## src/rtl/char_pixel_serializer_pkg.sv

```systemverilog
// char_pixel_serializer_pkg
// Shared BubSys character-pipeline constants and helpers.
// - FETCH_TM : i_EMU_TIMING value at which the char RAM word is captured
// - PIX_STEP : i_EMU_TIMING[2:0] value of the last MCLK of a pixel (pixel strobe)
// - TM_A/TM_B: tilemap select encodings
// - nib_rev  : reverse the eight nibbles of a graphics word (horizontal flip)
package char_pixel_serializer_pkg;

    localparam logic [4:0] FETCH_TM  = 5'b11000;
    localparam logic [2:0] PIX_STEP  = 3'd5;
    localparam logic       TM_A      = 1'b0;
    localparam logic       TM_B      = 1'b1;

    localparam int         NUM_LANES = 2;
    localparam int         VEC_W     = 32;
    localparam int         DLY_N     = 7;

    function automatic logic [VEC_W-1:0] nib_rev(input logic [VEC_W-1:0] w);
        logic [VEC_W-1:0] r;
        r = '0;
        for (int i = 0; i < 8; i++) r[i*4 +: 4] = w[(7-i)*4 +: 4];
        return r;
    endfunction

endpackage

```

## src/rtl/char_pixel_serializer_lane.sv

```systemverilog
// char_pixel_lane
// One tilemap lane: hold register, 4bpp shifter, 7-stage fine-scroll delay
// line and output register.
// Ports:
//   i_EMU_MCLK, i_EMU_MRST_n : clock, synchronous active-low reset
//   stb                      : pixel strobe (one per 6 MCLK)
//   cap_en                   : write {gfx, attr, flipx} into the hold register
//   tile_load                : on stb, load shifter from hold instead of shifting
//   gfx, attr, flipx         : fetched tile word, palette code, flip-X
//   finescr                  : fine scroll, 0..7 pixels of delay
//   pix, pal, opaque         : registered pixel, palette, pix != 0
module char_pixel_lane
    import char_pixel_serializer_pkg::*;
#(
    parameter int PAL_W = 7
) (
    input  logic             i_EMU_MCLK,
    input  logic             i_EMU_MRST_n,
    input  logic             stb,
    input  logic             cap_en,
    input  logic             tile_load,
    input  logic [VEC_W-1:0] gfx,
    input  logic [PAL_W-1:0] attr,
    input  logic             flipx,
    input  logic [2:0]       finescr,
    output logic [3:0]       pix,
    output logic [PAL_W-1:0] pal,
    output logic             opaque
);

    typedef struct packed {
        logic [VEC_W-1:0] gfx;
        logic [PAL_W-1:0] attr;
        logic             flipx;
    } hold_t;

    hold_t                        hold;
    logic [VEC_W-1:0]             shft;
    logic [PAL_W-1:0]             pal_r;
    logic [DLY_N-1:0][3:0]        d_pix;
    logic [DLY_N-1:0][PAL_W-1:0]  d_pal;
    logic [3:0]                   head_pix;
    logic [3:0]                   sel_pix;
    logic [PAL_W-1:0]             sel_pal;

    // Head is the pre-strobe shifter top nibble, so a tile loaded on strobe n
    // shows pixel0 at the head on strobe n+1.
    assign head_pix = shft[VEC_W-1 -: 4];

    // Tap F selects D[F-1]; F == 0 bypasses the delay line.
    always_comb begin
        sel_pix = head_pix;
        sel_pal = pal_r;
        if (finescr != 3'd0) begin
            sel_pix = d_pix[finescr - 3'd1];
            sel_pal = d_pal[finescr - 3'd1];
        end
    end

    always_ff @(posedge i_EMU_MCLK) begin
        if (!i_EMU_MRST_n) begin
            hold   <= '0;
            shft   <= '0;
            pal_r  <= '0;
            d_pix  <= '0;
            d_pal  <= '0;
            pix    <= '0;
            pal    <= '0;
            opaque <= 1'b0;
        end else begin
            if (cap_en) hold <= '{gfx: gfx, attr: attr, flipx: flipx};
            if (stb) begin
                if (tile_load) begin
                    shft  <= hold.flipx ? nib_rev(hold.gfx) : hold.gfx;
                    pal_r <= hold.attr;
                end else begin
                    shft  <= {shft[VEC_W-5:0], 4'h0};
                end
                d_pix  <= {d_pix[DLY_N-2:0], head_pix};
                d_pal  <= {d_pal[DLY_N-2:0], pal_r};
                pix    <= sel_pix;
                pal    <= sel_pal;
                opaque <= |sel_pix;
            end
        end
    end

endmodule

```

## src/rtl/char_pixel_serializer.sv

```systemverilog
// char_pixel_serializer
// Latches TM-A / TM-B char RAM words on their fetch slots and serialises each
// into 4bpp pixels with per-tilemap flip-X and fine scroll.
// Ports:
//   i_EMU_MCLK, i_EMU_MRST_n : master clock, synchronous active-low reset
//   i_EMU_TIMING             : [4:3] pixel phase, [2:0] MCLK step in pixel
//   i_GFXDATA, i_ATTR, i_FLIPX, i_TMSEL : fetched tile and owning tilemap
//   i_TILE_LOAD              : tile boundary, used on the pixel strobe only
//   i_FINESCR_A/B            : fine scroll per tilemap
//   o_PIX_*, o_PAL_*, o_OPAQUE_* : per-tilemap pixel outputs to the mixer
module char_pixel_serializer
    import char_pixel_serializer_pkg::*;
#(
    parameter int PAL_W = 7
) (
    input  logic             i_EMU_MCLK,
    input  logic             i_EMU_MRST_n,
    input  logic [4:0]       i_EMU_TIMING,
    input  logic [31:0]      i_GFXDATA,
    input  logic             i_TMSEL,
    input  logic [PAL_W-1:0] i_ATTR,
    input  logic             i_FLIPX,
    input  logic             i_TILE_LOAD,
    input  logic [2:0]       i_FINESCR_A,
    input  logic [2:0]       i_FINESCR_B,
    output logic [3:0]       o_PIX_A,
    output logic [3:0]       o_PIX_B,
    output logic [PAL_W-1:0] o_PAL_A,
    output logic [PAL_W-1:0] o_PAL_B,
    output logic             o_OPAQUE_A,
    output logic             o_OPAQUE_B
);

    logic                              stb;
    logic                              fetch;
    logic [NUM_LANES-1:0]              cap_en;
    logic [NUM_LANES-1:0][2:0]         finescr;
    logic [NUM_LANES-1:0][3:0]         pix;
    logic [NUM_LANES-1:0][PAL_W-1:0]   pal;
    logic [NUM_LANES-1:0]              opaque;

    assign stb          = (i_EMU_TIMING[2:0] == PIX_STEP);
    assign fetch        = (i_EMU_TIMING == FETCH_TM);
    assign cap_en[TM_A] = fetch & (i_TMSEL == TM_A);
    assign cap_en[TM_B] = fetch & (i_TMSEL == TM_B);
    assign finescr      = {i_FINESCR_B, i_FINESCR_A};

    for (genvar g = 0; g < NUM_LANES; g++) begin : g_lane
        char_pixel_lane #(.PAL_W(PAL_W)) u_lane (
            .i_EMU_MCLK   (i_EMU_MCLK),
            .i_EMU_MRST_n (i_EMU_MRST_n),
            .stb          (stb),
            .cap_en       (cap_en[g]),
            .tile_load    (i_TILE_LOAD),
            .gfx          (i_GFXDATA),
            .attr         (i_ATTR),
            .flipx        (i_FLIPX),
            .finescr      (finescr[g]),
            .pix          (pix[g]),
            .pal          (pal[g]),
            .opaque       (opaque[g])
        );
    end

    assign o_PIX_A    = pix[TM_A];
    assign o_PIX_B    = pix[TM_B];
    assign o_PAL_A    = pal[TM_A];
    assign o_PAL_B    = pal[TM_B];
    assign o_OPAQUE_A = opaque[TM_A];
    assign o_OPAQUE_B = opaque[TM_B];

endmodule

```

## config.mk

```make
export PLATFORM = sky130hd
export DESIGN_NAME = char_pixel_serializer
export DESIGN_NICKNAME = d
export VERILOG_FILES = /design/src/rtl/char_pixel_serializer_pkg.sv /design/src/rtl/char_pixel_serializer_lane.sv /design/src/rtl/char_pixel_serializer.sv
export SDC_FILE = /design/constraint.sdc
export NUM_CORES = 1
export LEC_CHECK = 0
export ABC_AREA = 1
export CORE_MARGIN = 1
export CORE_UTILIZATION = 40
export DETAILED_ROUTE_END_ITERATION = 10
export GPL_TIMING_DRIVEN = 0
export HOLD_SLACK_MARGIN = 0.08
export PLACE_DENSITY = 0.57
export SETUP_SLACK_MARGIN = 0.05
export SYNTH_ARGS = -nofsm -noshare
export SYNTH_HDL_FRONTEND = slang
export SYNTH_SLANG_ARGS = --single-unit
```

## constraint.sdc

```tcl
create_clock -name i_EMU_MCLK -period 5.47 [get_ports i_EMU_MCLK]
set_input_delay 0.547 -clock i_EMU_MCLK [delete_from_list [all_inputs] [get_ports i_EMU_MCLK]]
set_output_delay 0.547 -clock i_EMU_MCLK [all_outputs]
set_load 0.005 [all_outputs]
```

---- After elaboration in Yosys (flattened, before gate mapping) ----
Cells that the tools add are included.
storage, ports and cells
  flip-flop bits (word level) ............. 336
  latch bits .............................. 0
  RAM bits ................................ 0
  memory bits (read-only) ................. 0
  bits of input ports ..................... 55
  logic and storage cells ................. 74
  memories ................................ 0
operators by class
  add/subtract/negate cells ............... 2
  multipliers ............................. 0
  divide/modulo/power cells ............... 0
  magnitude comparators ................... 2
  equality and inequality tests ........... 2
  shift operators ......................... 0
  multiplexer cells ....................... 16
  bitwise gates (word level) .............. 3
  reductions and logical operators ........ 5
operators by type and width
  cell                                                        number
  two-way mux 32 bit                                          4
  binary-select mux 7 bit (select 3 bit)                      2
  two-way mux 7 bit                                           4
  binary-select mux 4 bit (select 3 bit)                      2
  two-way mux 4 bit                                           4
  less-than comparator 3 x 4 -> 1 bit, second input constant  2
  OR reduction 4 bit                                          2
  nonzero test 3 bit                                          2
  subtractor 3 x 1 -> 3 bit, second input constant            2
  equality test 5 bit, second input constant                  1
  equality test 3 bit, second input constant                  1
  bitwise AND 1 bit                                           2
  AND reduction 2 bit                                         1
  inverter 1 bit                                              1

---- Depth between registers and ports, before layout ----
Gate-level depths: netlist of run 1.
  word-level depth ........................ 5
  mapped depth ............................ 14
  depth with buffers taken out ............ 11

---- Modules after synthesis ----
A second synthesis of run 1 with hierarchy kept.
unflattened totals
  cell total of the unflattened synthesis .. 1932
  area total of the unflattened synthesis .. 14157.3 µm²
modules (own cells, without submodules)
  module                 times used  cells each  area each (µm²)  seq. area each (µm²)
  char_pixel_lane        2           961         7059.3           3363.2
  char_pixel_serializer  1           10          38.8             0.0

---- Least setup slack after synthesis of run 1 ----
No wires, ideal clock.
  path kind ............................... input to register
  start ................................... input i_FINESCR_B[0]
  end ..................................... register g_lane[1].u_lane.pix[2]
  setup time .............................. 0.115 ns
  arrival time ............................ 2.016 ns
  data required time ...................... 5.355 ns
  setup slack ............................. 3.338 ns
  stages on the path ...................... 14
  buffers on the path ..................... 4
  cell sequence ........................... buf_4 -> inv_2 -> buf_2 -> ha_1 -> clkbuf_2 -> inv_1 -> buf_2 -> nand3_1 -> nand2_1 -> nand2_1 -> nand3_1 -> nand2_1 -> o21ai_0 -> inv_1
between the ends
  cells in the longest elaborated chain, start to end .. 4
  elaborated cells between the ends (all ways) .. 5
RTL lines
  what                                     RTL line                          RTL
  from (decl)                              char_pixel_serializer.sv:25       input logic [2:0] i_FINESCR_B,
  subtractor 3 x 1 -> 3 bit                char_pixel_serializer_lane.sv:55  sel_pix = d_pix[finescr - 3'd1];
  binary-select mux 4 bit (select 3 bit)   char_pixel_serializer_lane.sv:55
  two-way mux 4 bit (not written as such)  char_pixel_serializer_lane.sv:55
  two-way mux 4 bit (*)                    char_pixel_serializer_lane.sv:54  if (finescr != 3'd0) begin
  to (signal assigned)                     char_pixel_serializer_lane.sv:81  pix <= sel_pix;
  to (decl)                                char_pixel_serializer_lane.sv:26  output logic [3:0] pix,
Mark *: on every way between the ends. The rest lies on a longest branch, timed or not. The select of a mux whose other input is x is not followed.
A chain may end at the register's enable or synchronous reset.

---- Worst setup path in the final report of run 1 ----
  start ................................... input i_FINESCR_B[0]
  end ..................................... register g_lane[1].u_lane.pal[2]
between the ends
  cells in the longest elaborated chain, start to end .. 4
  elaborated cells between the ends (all ways) .. 5
RTL lines
  what                                     RTL line                          RTL
  subtractor 3 x 1 -> 3 bit                char_pixel_serializer_lane.sv:56  sel_pal = d_pal[finescr - 3'd1];
  binary-select mux 7 bit (select 3 bit)   char_pixel_serializer_lane.sv:56
  two-way mux 7 bit (not written as such)  char_pixel_serializer_lane.sv:56
  two-way mux 7 bit (*)                    char_pixel_serializer_lane.sv:54
  to (signal assigned)                     char_pixel_serializer_lane.sv:82  pal <= sel_pal;
  to (decl)                                char_pixel_serializer_lane.sv:27  output logic [PAL_W-1:0] pal,
Marks and branches as above.

==> flow_summary.yaml, run 1 <==
status:
  status: "finished, final reports clean"
critical_path:
  r2r_slack_ps: 4060
  cp.required_ps: 5920
  path_max_fanout: 11
  endpoint: "g_lane[1].u_lane.pal[2]$_SDFFE_PN0N_"
  r2r.worst_path.cells: 3
  worstSetupEndpointType: "flop"
  cp-startpoint: "i_FINESCR_B[0]"
  r2r_start: "g_lane[1].u_lane.hold[0]$_SDFFE_PN0P_"
  worstPathArrival_ps: 2740
  reg2reg_to: "g_lane[1].u_lane.shft[29]$_SDFFE_PN0N_"
  crit_type: "primary input to flop"
  startpoint_type: "primary input"
synthesis:
  synth_cell_types: 28
  synth-seq-cells: 336
  synth_edf_count: 0
  synth-xor-area-share_pct: 0
  synth_compound_area_share_pct: 28.2
  synth_adder_area_share_pct: 0.355
  yosysTopAreaCell: "dfxtp_1"
  syn_area_per_cell_um2: 7.24
  yosys.area_share.simple_pct: 15.5
  synthArstFlopShare_pct: 0
  synth.area.mux_share_pct: 0
  synthesis.area_um2: 14100
  ys_seq_area_share_pct: 47.7
  ys.flop_type: "dfxtp_1"
  yosys.area.top_type_share_pct: 47.7
  ys_warn_count: 0
  synth_most_common_cell: "o21ai_0"
  netlist_instances: 1945
  synth_top_family_by_area: "compound AO/OA/AOI/OAI gates"
  synth_nets: 2004
  synthTopCellsByArea: "dfxtp_1 48%, o21ai_0 15%, a21oi_1 11%"
  synth_common_cells: "420 x o21ai_0, 343 x nor2_1, 336 x dfxtp_1, 318 x a21oi_1, 145 x nand2_1"
sta:
  setup_viol: 0
  finalSetupTns_ps: 0
  maxSlewViolCount: 0
  relSlewSlack_pct: 43.9
  worst_pin_slew_ps: 842
  rsz0062_at_grt: "false"
  period_share_pct: 41.8
  fin_skew_ps: 21.2
  final.setup.worst_slack_ps: 3180
  hold_violations: 0
  layout_min_cycle_time_ps: 2290
  clock.fmax_mhz: 437
cells_and_area:
  fin_cells: 2541
  nets: 2118
  area_growth_pct: 18.3
  drive_above_1_share_pct: 6.33
  n_antenna_cell: 0
  fill_cells: 3553
place:
  numPortBuffers: 75
  dp_hpwl_um: 35400
  pre_cts_ws_ps: 2750
  gp_congestion: 0.875
  placed_cells: 2475
clocking:
  clk_pin_slew_ps: 60
  h-tree-depth: 2
  cts_root_buffer: "clkbuf_16"
  ctsHoldBuffers: 0
  cts_buffers: 37
  clock_sinks: 336
  cts_resized: 0
  clk_latency_ps: 530
  cts_setup_buffers: 0
  clock_path_buffers: 3
  cts_tree: "built"
global_route:
  grt_max_degree: 14
  antenna_found_initial: 0
  grt_usage_pct: 26.8
  grt_pass1_vias: 13036
  grt_pass1_wl_um: 74500
  overflow: 0
route:
  drt_wl_total_um: 48200
  detail-route-antenna-nets: 0
  wl_per_cell_um: 19.0
  avgViaCountPerCell: 5.42
  vias: 13770
  dr.pass1.iters: 6
  drcViolationCount: 0
  dr.first_iter.drc_count: 1079
floorplan:
  die_h_um: 190
  core.rowCount: 68
  die_w_um: 190
  ios: 79
  initial_core_util_pct: 40.7
  core_region_area_um2: 34600
  design.die.area_um2: 36000
power:
  powerDensity_nw_per_um2: 344
  power_w: 0.00574
  p_leak_nw: 6.37
  irDropWorstVdd_uv: 203
worst_hold_path:
  hold_path_depth: 2
  hp-class: "flop to flop"
flow_run:
  max-cap-violations: 0
-- worst min-delay path by stage --
stage	startpoint	endpoint	slack, ps
floorplan	g_lane[0].u_lane.d_pix[16]$_SDFFE_PN0N_	g_lane[0].u_lane.d_pix[16]$_SDFFE_PN0N_	440
global placement	g_lane[0].u_lane.d_pix[16]$_SDFFE_PN0N_	g_lane[0].u_lane.d_pix[16]$_SDFFE_PN0N_	460
detailed placement	g_lane[1].u_lane.d_pix[16]$_SDFFE_PN0N_	g_lane[1].u_lane.d_pix[16]$_SDFFE_PN0N_	460
CTS	g_lane[1].u_lane.d_pix[16]$_SDFFE_PN0N_	g_lane[1].u_lane.d_pix[16]$_SDFFE_PN0N_	470
global route	g_lane[1].u_lane.d_pix[16]$_SDFFE_PN0N_	g_lane[1].u_lane.d_pix[16]$_SDFFE_PN0N_	490
finish	g_lane[0].u_lane.d_pal[33]$_SDFFE_PN0N_	g_lane[0].u_lane.d_pal[40]$_SDFFE_PN0N_	470
-- cells in the final DEF, fill, tap and decap left out, drive strengths merged --
cell type and n:
ha 4, a211oi 1, nand4 1, buf 71, bufinv 3, o21a 5
nand3 62, o22ai 1, a221oi 1, o221ai 8, o211ai 10, clkdlybuf4s50 75
dfxtp 336, o21ai 436, nor2 345, nor3 1, clkinv 9, inv 110
clkbuf 144, nand2 145, a21oi 318
-- flip-flops by register name (all words and copies together) (netlist names) --
signal	cells
g_lane.u_lane.d_pix	56
g_lane.u_lane.shft	64
g_lane.u_lane.pix	8
g_lane.u_lane.opaque	2
g_lane.u_lane.pal	14
g_lane.u_lane.d_pal	98
g_lane.u_lane.pal_r	14
g_lane.u_lane.hold	80
-- stage by stage --
stage,area [um^2],util [%],hold WS (ps)
2_1_floorplan,14100,-,441
3_3_place_gp,15400,44.5,458
3_5_place_dp,15400,44.5,461
4_1_cts,16700,48.1,471
5_1_grt,16700,48.1,492
6_report,16700,48.1,472
-- cell type report --
type                       instances  area [um^2]  area share, %
multi-input combinational       1338         6210           37.3
clock buffer                      55         1130           6.76
clock inverter                    11          134          0.803
buffer                           160          734           4.41
timing repair buffer              75          751           4.50
tap                              455          569           3.42
inverter                         111          417           2.50
sequential                       336         6730           40.4
-- report_power, final --
group / total (W) / internal (W) / switching, W / leakage, nW
registers: 0.00260 / 0.00254 / 0.0000593 / 2.74
clock network: 0.00258 / 0.00157 / 0.00102 / 0.628
logic: 0.000555 / 0.000193 / 0.000362 / 3.01
-- layer usage --
| layer | vias up | GRT usage, % | wire length, um | share of wire, % |
|---|---|---|---|---|
| li1 | 6772 | - | - | - |
| met1 | 6531 | 34.8 | 21400 | 44 |
| met2 | 383 | 45.5 | 23000 | 48 |
| met3 | 84 | 3.78 | 2330 | 4.8 |
| met4 | 0 | 8.84 | 1420 | 2.9 |
| met5 | - | 0 | 0 | 0 |
-- kinds of logic (layout without fill, tap and decap cells) --
group / Yosys count / count (layout)
compound gates: 780 / 780
fa+ha+maj: 4 / 4
buf+inv: 271 / 412
flops: 336 / 336
simple gates: 554 / 554
-- worst max-delay path, cell delays in order --
cell	delay, ps
buf_4	160
inv_2	90
buf_2	220
ha_1	310
clkbuf_2	190
clkbuf_1	450
o21ai_0	170
o211ai_1	240
nand3_1	160
a21oi_1	180
(Power assumes the default switching activity.)
==> run 2: changes to the inputs <==
clock period = 2.2 ns   (was 5.47 ns; I/O delays follow)
==> results of run 2 <==
The final DEF is identical to that of run 1. Status: finished, final reports clean.
Main changes from that run: setup slack after placement 2750 ps -> -189 ps; setup slack after layout 3180 ps -> 239 ps; hold slack 472 ps -> 199 ps; register-to-register setup slack 4060 ps -> 790 ps; end point of the worst hold path g_lane[0].u_lane.d_pal[40]$_SDFFE_PN0N_ -> g_lane[0].u_lane.d_pix[2]$_SDFFE_PN0N_; total power 0.00574 W -> 0.0143 W; worst IR drop on VDD 203 uV -> 505 uV
